[src/rtl/btn_debounce.sv]
// btn_debounce
//   Per-channel push-button conditioner. Each raw button bit is brought into
//   the clk domain by a two-flop synchronizer. A level change is accepted
//   only after it has been stable for DEBOUNCE_CYCLES consecutive cycles.
//   The accepted level drives press/release pulses, a long-press pulse and
//   a sticky press flag.
//
// Parameters
//   N_BTN           number of independent button channels
//   DEBOUNCE_CYCLES consecutive stable cycles needed to accept a change (2..2^20)
//   LONG_CYCLES     cycles a debounced press must persist for long_o (> DEBOUNCE_CYCLES)
//
// Ports
//   clk          single clock, all state on rising edge
//   rst_n        synchronous active-low reset
//   btn_i        raw asynchronous button levels, 1 = pressed
//   btn_o        debounced level
//   press_o      one-cycle pulse per accepted 0->1 change
//   release_o    one-cycle pulse per accepted 1->0 change
//   long_o       one-cycle pulse when a press has persisted LONG_CYCLES
//   event_o      sticky press flag per channel
//   event_clr_i  per-channel clear for event_o, sampled every cycle
module btn_debounce #(
  parameter int N_BTN           = 5,
  parameter int DEBOUNCE_CYCLES = 50000,
  parameter int LONG_CYCLES     = 25000000
) (
  input  logic             clk,
  input  logic             rst_n,
  input  logic [N_BTN-1:0] btn_i,
  output logic [N_BTN-1:0] btn_o,
  output logic [N_BTN-1:0] press_o,
  output logic [N_BTN-1:0] release_o,
  output logic [N_BTN-1:0] long_o,
  output logic [N_BTN-1:0] event_o,
  input  logic [N_BTN-1:0] event_clr_i
);

  localparam int CW = (DEBOUNCE_CYCLES > 1) ? $clog2(DEBOUNCE_CYCLES) : 1;
  localparam int LW = $clog2(LONG_CYCLES + 1);
  localparam logic [CW-1:0] DEB_LAST = CW'(DEBOUNCE_CYCLES - 1);
  localparam logic [LW-1:0] LONG_MAX = LW'(LONG_CYCLES);

  if (DEBOUNCE_CYCLES < 2 || LONG_CYCLES <= DEBOUNCE_CYCLES) begin : g_bad_params
    $error("btn_debounce: need DEBOUNCE_CYCLES >= 2 and LONG_CYCLES > DEBOUNCE_CYCLES");
  end

  // Long-press counter increment that holds at LONG_MAX, so a press held
  // indefinitely yields exactly one long_o pulse.
  function automatic logic [LW-1:0] sat_inc(input logic [LW-1:0] v);
    if (v == LONG_MAX) return v;
    return v + LW'(1);
  endfunction

  logic [N_BTN-1:0] s1;
  logic [N_BTN-1:0] s2;
  logic [CW-1:0]    deb_cnt  [N_BTN];
  logic [LW-1:0]    long_cnt [N_BTN];

  logic [N_BTN-1:0] differ;
  logic [N_BTN-1:0] accept;
  logic [LW-1:0]    long_nxt [N_BTN];

  always_comb begin
    differ = '0;
    accept = '0;
    for (int i = 0; i < N_BTN; i++) begin
      long_nxt[i] = '0;
      differ[i]   = s2[i] ^ btn_o[i];
      // The edge that would push the count to DEBOUNCE_CYCLES is the edge
      // that takes the new level, so the counter never wraps.
      accept[i]   = differ[i] && (deb_cnt[i] == DEB_LAST);
      if (btn_o[i]) long_nxt[i] = sat_inc(long_cnt[i]);
    end
  end

  // Stage: synchronizer. s1 feeds only s2; nothing else looks at it.
  always_ff @(posedge clk) begin
    if (!rst_n) begin
      s1 <= '0;
      s2 <= '0;
    end else begin
      s1 <= btn_i;
      s2 <= s1;
    end
  end

  // Stage: debounce, pulse generation, long-press and sticky flag.
  always_ff @(posedge clk) begin
    if (!rst_n) begin
      btn_o     <= '0;
      press_o   <= '0;
      release_o <= '0;
      long_o    <= '0;
      event_o   <= '0;
      for (int i = 0; i < N_BTN; i++) begin
        deb_cnt[i]  <= '0;
        long_cnt[i] <= '0;
      end
    end else begin
      for (int i = 0; i < N_BTN; i++) begin
        // Any cycle where s2 agrees with btn_o restarts the count: a single
        // bounce back discards all accumulated credit.
        if (!differ[i] || accept[i]) deb_cnt[i] <= '0;
        else                         deb_cnt[i] <= deb_cnt[i] + CW'(1);

        if (accept[i]) btn_o[i] <= s2[i];
        press_o[i]   <= accept[i] & s2[i];
        release_o[i] <= accept[i] & ~s2[i];

        long_cnt[i] <= long_nxt[i];
        long_o[i]   <= (long_nxt[i] == LONG_MAX) && (long_cnt[i] != LONG_MAX);

        // Set wins over clear both on the edge that raises press_o and on
        // the following edge while press_o is still visible, so a clear
        // issued in reaction to the press pulse cannot swallow that press.
        event_o[i] <= (accept[i] & s2[i]) | press_o[i] | (event_o[i] & ~event_clr_i[i]);
      end
    end
  end

endmodule

[config.mk]
export PLATFORM = sky130hd
export DESIGN_NAME = btn_debounce
export DESIGN_NICKNAME = d
export VERILOG_FILES = /design/src/rtl/btn_debounce.sv
export SDC_FILE = /design/constraint.sdc
export NUM_CORES = 1
export LEC_CHECK = 0
export BUFFER_PORTS_ARGS = -buffer_cell sky130_fd_sc_hd__buf_2
export CORE_UTILIZATION = 52
export CTS_CLUSTER_SIZE = 10
export DETAILED_ROUTE_END_ITERATION = 10
export PLACE_DENSITY_LB_ADDON = 0.08
export SLEW_MARGIN = 10
export SYNTH_ARGS = -nofsm -noshare
export SYNTH_HDL_FRONTEND = slang
export SYNTH_SLANG_ARGS = --single-unit
[constraint.sdc]
create_clock -name clk -period 3.5 [get_ports clk]
set_clock_uncertainty 0.1 [all_clocks]
set_input_delay 0.35 -clock clk [delete_from_list [all_inputs] [get_ports clk]]
set_output_delay 0.35 -clock clk [all_outputs]
set_load 0.02 [all_outputs]
==> results.yml <==
clock_network:
  clk_latency_ns: 0.53
  cts.clk_slew.worst_paths_ns: 0.06
  clock-root-buffer: "clkbuf_16"
  clockBufferDepth: 3
  cts_tree: "yes"
  cts_setup_buffers: 0
  htreeDepth: 1
  cts.sinks: 240
  numCtsBuffers: 28
synth:
  synthArstFlopShare: 0
  synth_top_area_share: 0.2597
  ys_seq_area_frac: 0.4544
  ys_ff_latch: 240
  synth_cells: 1365
  synthFlopType: "dfxtp_1"
  syn_avg_cell_area_sq_um: 9.037
  ys_types: 65
  synth_edf_count: 80
  yosys_warnings: 0
  synthTopCellsByArea: "dfxtp_1 26%, edfxtp_1 19%, nor2_1 7.5%"
  synth_area_leader_cell: "dfxtp_1"
  syn_area_sq_um: 12340
detailed_routing:
  ant_nets: 0
  via_count: 9604
  wirelength_mm: 23.90
  drc: 0
  drt-vias-per-instance: 5.309
  wire_per_inst_microns: 13.21
  dr.first_iter.drc_count: 492
  dr.pass1.iters: 5
worst_setup_path:
  path_buf_inv: 0
  critPathCaptureType: "register"
  start_kind: "register"
  crit_cells: 7
  rr_startpoint: "long_cnt[0][101]"
  reg2regPathDepth: 7
  cp_top_family: "simple AND/OR/NAND/NOR gates"
  arrival_ns: 3.09
  worst-path-max-fanout: 7
  critPathKind: "register to register"
  required_ns: 3.85
  slowest_stage: "nor4_2"
  r2r_slack_ns: 0.76
  worst_r2r_endpoint: "long_o[4]"
  cp_slowest_stage_delay_ns: 0.61
  crit_top_cell: "nor4_2"
  path_cells: "ha_1 > nand3_1 > nor4_2 > nand4_1 > xor2_1 > or4_1 > nor4_2"
sta:
  setup_viol: 0
  period_share: 0.7827
  rsz0062_at_grt: "no"
  hold_viol_final: 0
  slew_headroom: 0.4877
  slew_violations: 0
  worstMarginPinSlew_ns: 0.7614
  fin_setup_tns_ns: 0
  max_freq_mhz: 365.0
  finalCriticalPeriod_ns: 2.740
power_and_ir_drop:
  seqPwrFrac: 0.519
  power_frac_comb: 0.017
  leakagePower_nw: 4.774
  power.total_mw: 5.728
  p_switching_mw: 1.168
  internal-power_mw: 4.561
  switching_share: 0.2038
  peakVddDrop_v: 0.0004439
  power.density_nw_per_um2: 409.2
  p_clk_frac: 0.464
global_routing:
  grt_util_met3: 0.02750
  grt_overflow: 0
  use_met2: 0.3304
  antenna_found_initial: 0
  busiest_layer: "met2"
  grtUsageMet1: 0.2709
  grt_pass1_vias: 8850
  grtUsageTotal: 0.1997
  grt_pass1_wl_mm: 40.70
  grt_max_degree: 26
final_layout:
  final_common_cell: "nor2_1"
  drive_above_1_share: 0.06818
  final_cell_mix: "248 x nor2_1, 160 x dfxtp_1, 105 x xor2_1, 103 x nand3_1, 92 x xnor2_1"
  nFillCells: 2072
  diodes: 0
  finalNetCount: 1506
  syn2layout_area_growth_pct: 13.47
worst_hold_path:
  min_to: "event_o[3]"
  hold_start: "event_clr_i[3]"
  min_path_type: "primary input to register"
  hold_depth: 4
job:
  cap_violations: 0
die:
  die_w_microns: 156.0
  ios: 37
  die-height_microns: 156.0
  core_sq_um: 22980
  floorplan.initialDensity: 0.5367
  dieArea_sq_um: 24340
  std_cell_rows: 55
status:
  status: "completed"
placement:
  port_buffers: 36
  dpl.hpwl_mm: 16.63
  gp_congestion: 0.8582
[worst reg2reg max path, stage by stage (launching register included)]
cell     delay, ns
dfxtp_1       0.44
ha_1          0.24
nand3_1       0.22
nor4_2        0.61
nand4_1       0.18
xor2_1        0.18
or4_1         0.42
nor4_2        0.26
[timing repair]
action | in CTS | in global routing
resized for setup | 0 | 0
hold buffers | 5 | 0
hold endpoints to repair | 5 | 0
[final cells by class]
cell class / instances / area, sq um / share of cell area
Clock buffer: 47 / 833.3 / 0.05953
Inverter: 31 / 116.4 / 0.008313
Multi-Input combinational cell: 1122 / 6708 / 0.4792
Sequential cell: 240 / 5605 / 0.4005
Tap cell: 313 / 391.6 / 0.02798
Timing Repair Buffer: 56 / 342.8 / 0.02449
[flip-flops by register name, summed over array words and instances (netlist names)]
name and cells:
deb_cnt 80, btn_o 5, long_o 5, press_o 5, event_o 5, long_cnt 125, release_o 5, s1 5
s2 5
[worst max-delay path by stage]
stage	startpoint	end	slack [ns]
floorplan	long_cnt[0][50]	long_o[2]	0.95
global placement	long_cnt[0][101]	long_o[4]	0.85
detailed placement	long_cnt[0][101]	long_o[4]	0.79
CTS	long_cnt[0][101]	long_o[4]	0.75
global route	long_cnt[0][77]	long_o[3]	0.54
finish	long_cnt[0][101]	long_o[4]	0.76
[cell families (layout without fill, tap and decap cells)]
kind of cell	count (synthesis)	in the layout	share of synthesized area
adders and majority gates	15	15	0.01521
xor gates and xnor gates	197	197	0.1399
muxes	15	15	0.01268
other	1	80	0.0003040
DFF	240	240	0.4544
buffers and inverters	82	134	0.02586
and+or+nand+nor	729	729	0.3063
AOI/OAI and AO/OA	86	86	0.04534
[Yosys cell counts, types with 3 or more instances]
master / count
nand4_1: 55
edfxtp_1: 80
a32oi_1: 3
and4_1: 12
nand2_1: 79
nor4bb_1: 6
and2_1: 23
clkbuf_1: 42
or3_1: 18
and3_1: 39
dfxtp_1: 160
nor4b_1: 11
nor4_2: 4
o21bai_1: 3
xnor2_1: 92
nand2b_1: 9
nor2b_1: 17
and4b_1: 4
mux2i_1: 10
nand3b_1: 3
o31ai_1: 4
nand3_1: 103
nor2_1: 248
o21ai_0: 21
nor4_1: 20
a31oi_1: 6
ha_1: 15
mux2_2: 5
nor3_1: 42
a211o_1: 3
xor2_1: 105
nand4b_1: 7
nor3b_1: 10
inv_1: 31
a21oi_1: 23
buf_2: 8
or4_1: 5
o211ai_1: 4
[per-layer routing]
metal,routed length [microns],share of wire
met5,0,0
met2,10790,0.45
met1,11760,0.49
met3,852,0.036
met4,501,0.021
[through the flow]
| step | instance area (sq um) | util | hold WS [ns] | setup WS, ns | instances |
|---|---|---|---|---|---|
| final | 14000 | 0.6090 | 0.04618 | 0.7604 | 1809 |
| after global routing | 14000 | 0.6090 | 0.06473 | 0.5364 | 1809 |
| after CTS | 14000 | 0.6090 | 0.02590 | 0.7549 | 1809 |
| after detailed placement | 13110 | 0.5706 | 0.3206 | 0.7856 | 1757 |
| after global placement | 13110 | 0.5706 | 0.3138 | 0.8527 | 1757 |
| after floorplan | 12630 | - | 0.3119 | 0.9477 | 1444 |
[power by group through the flow]
| stage | Combinational (mW) | Clock, mW | Sequential [mW] |
|---|---|---|---|
| after floorplan | 0.0733 | 0 | 3.02 |
| after global routing | 0.117 | 2.85 | 2.98 |
| after detailed placement | 0.0933 | 0 | 3.03 |
| after CTS | 0.0988 | 2.76 | 2.97 |
| after global placement | 0.0940 | 0 | 3.03 |
| final | 0.100 | 2.66 | 2.97 |
Power figures use the tool's default switching activity.
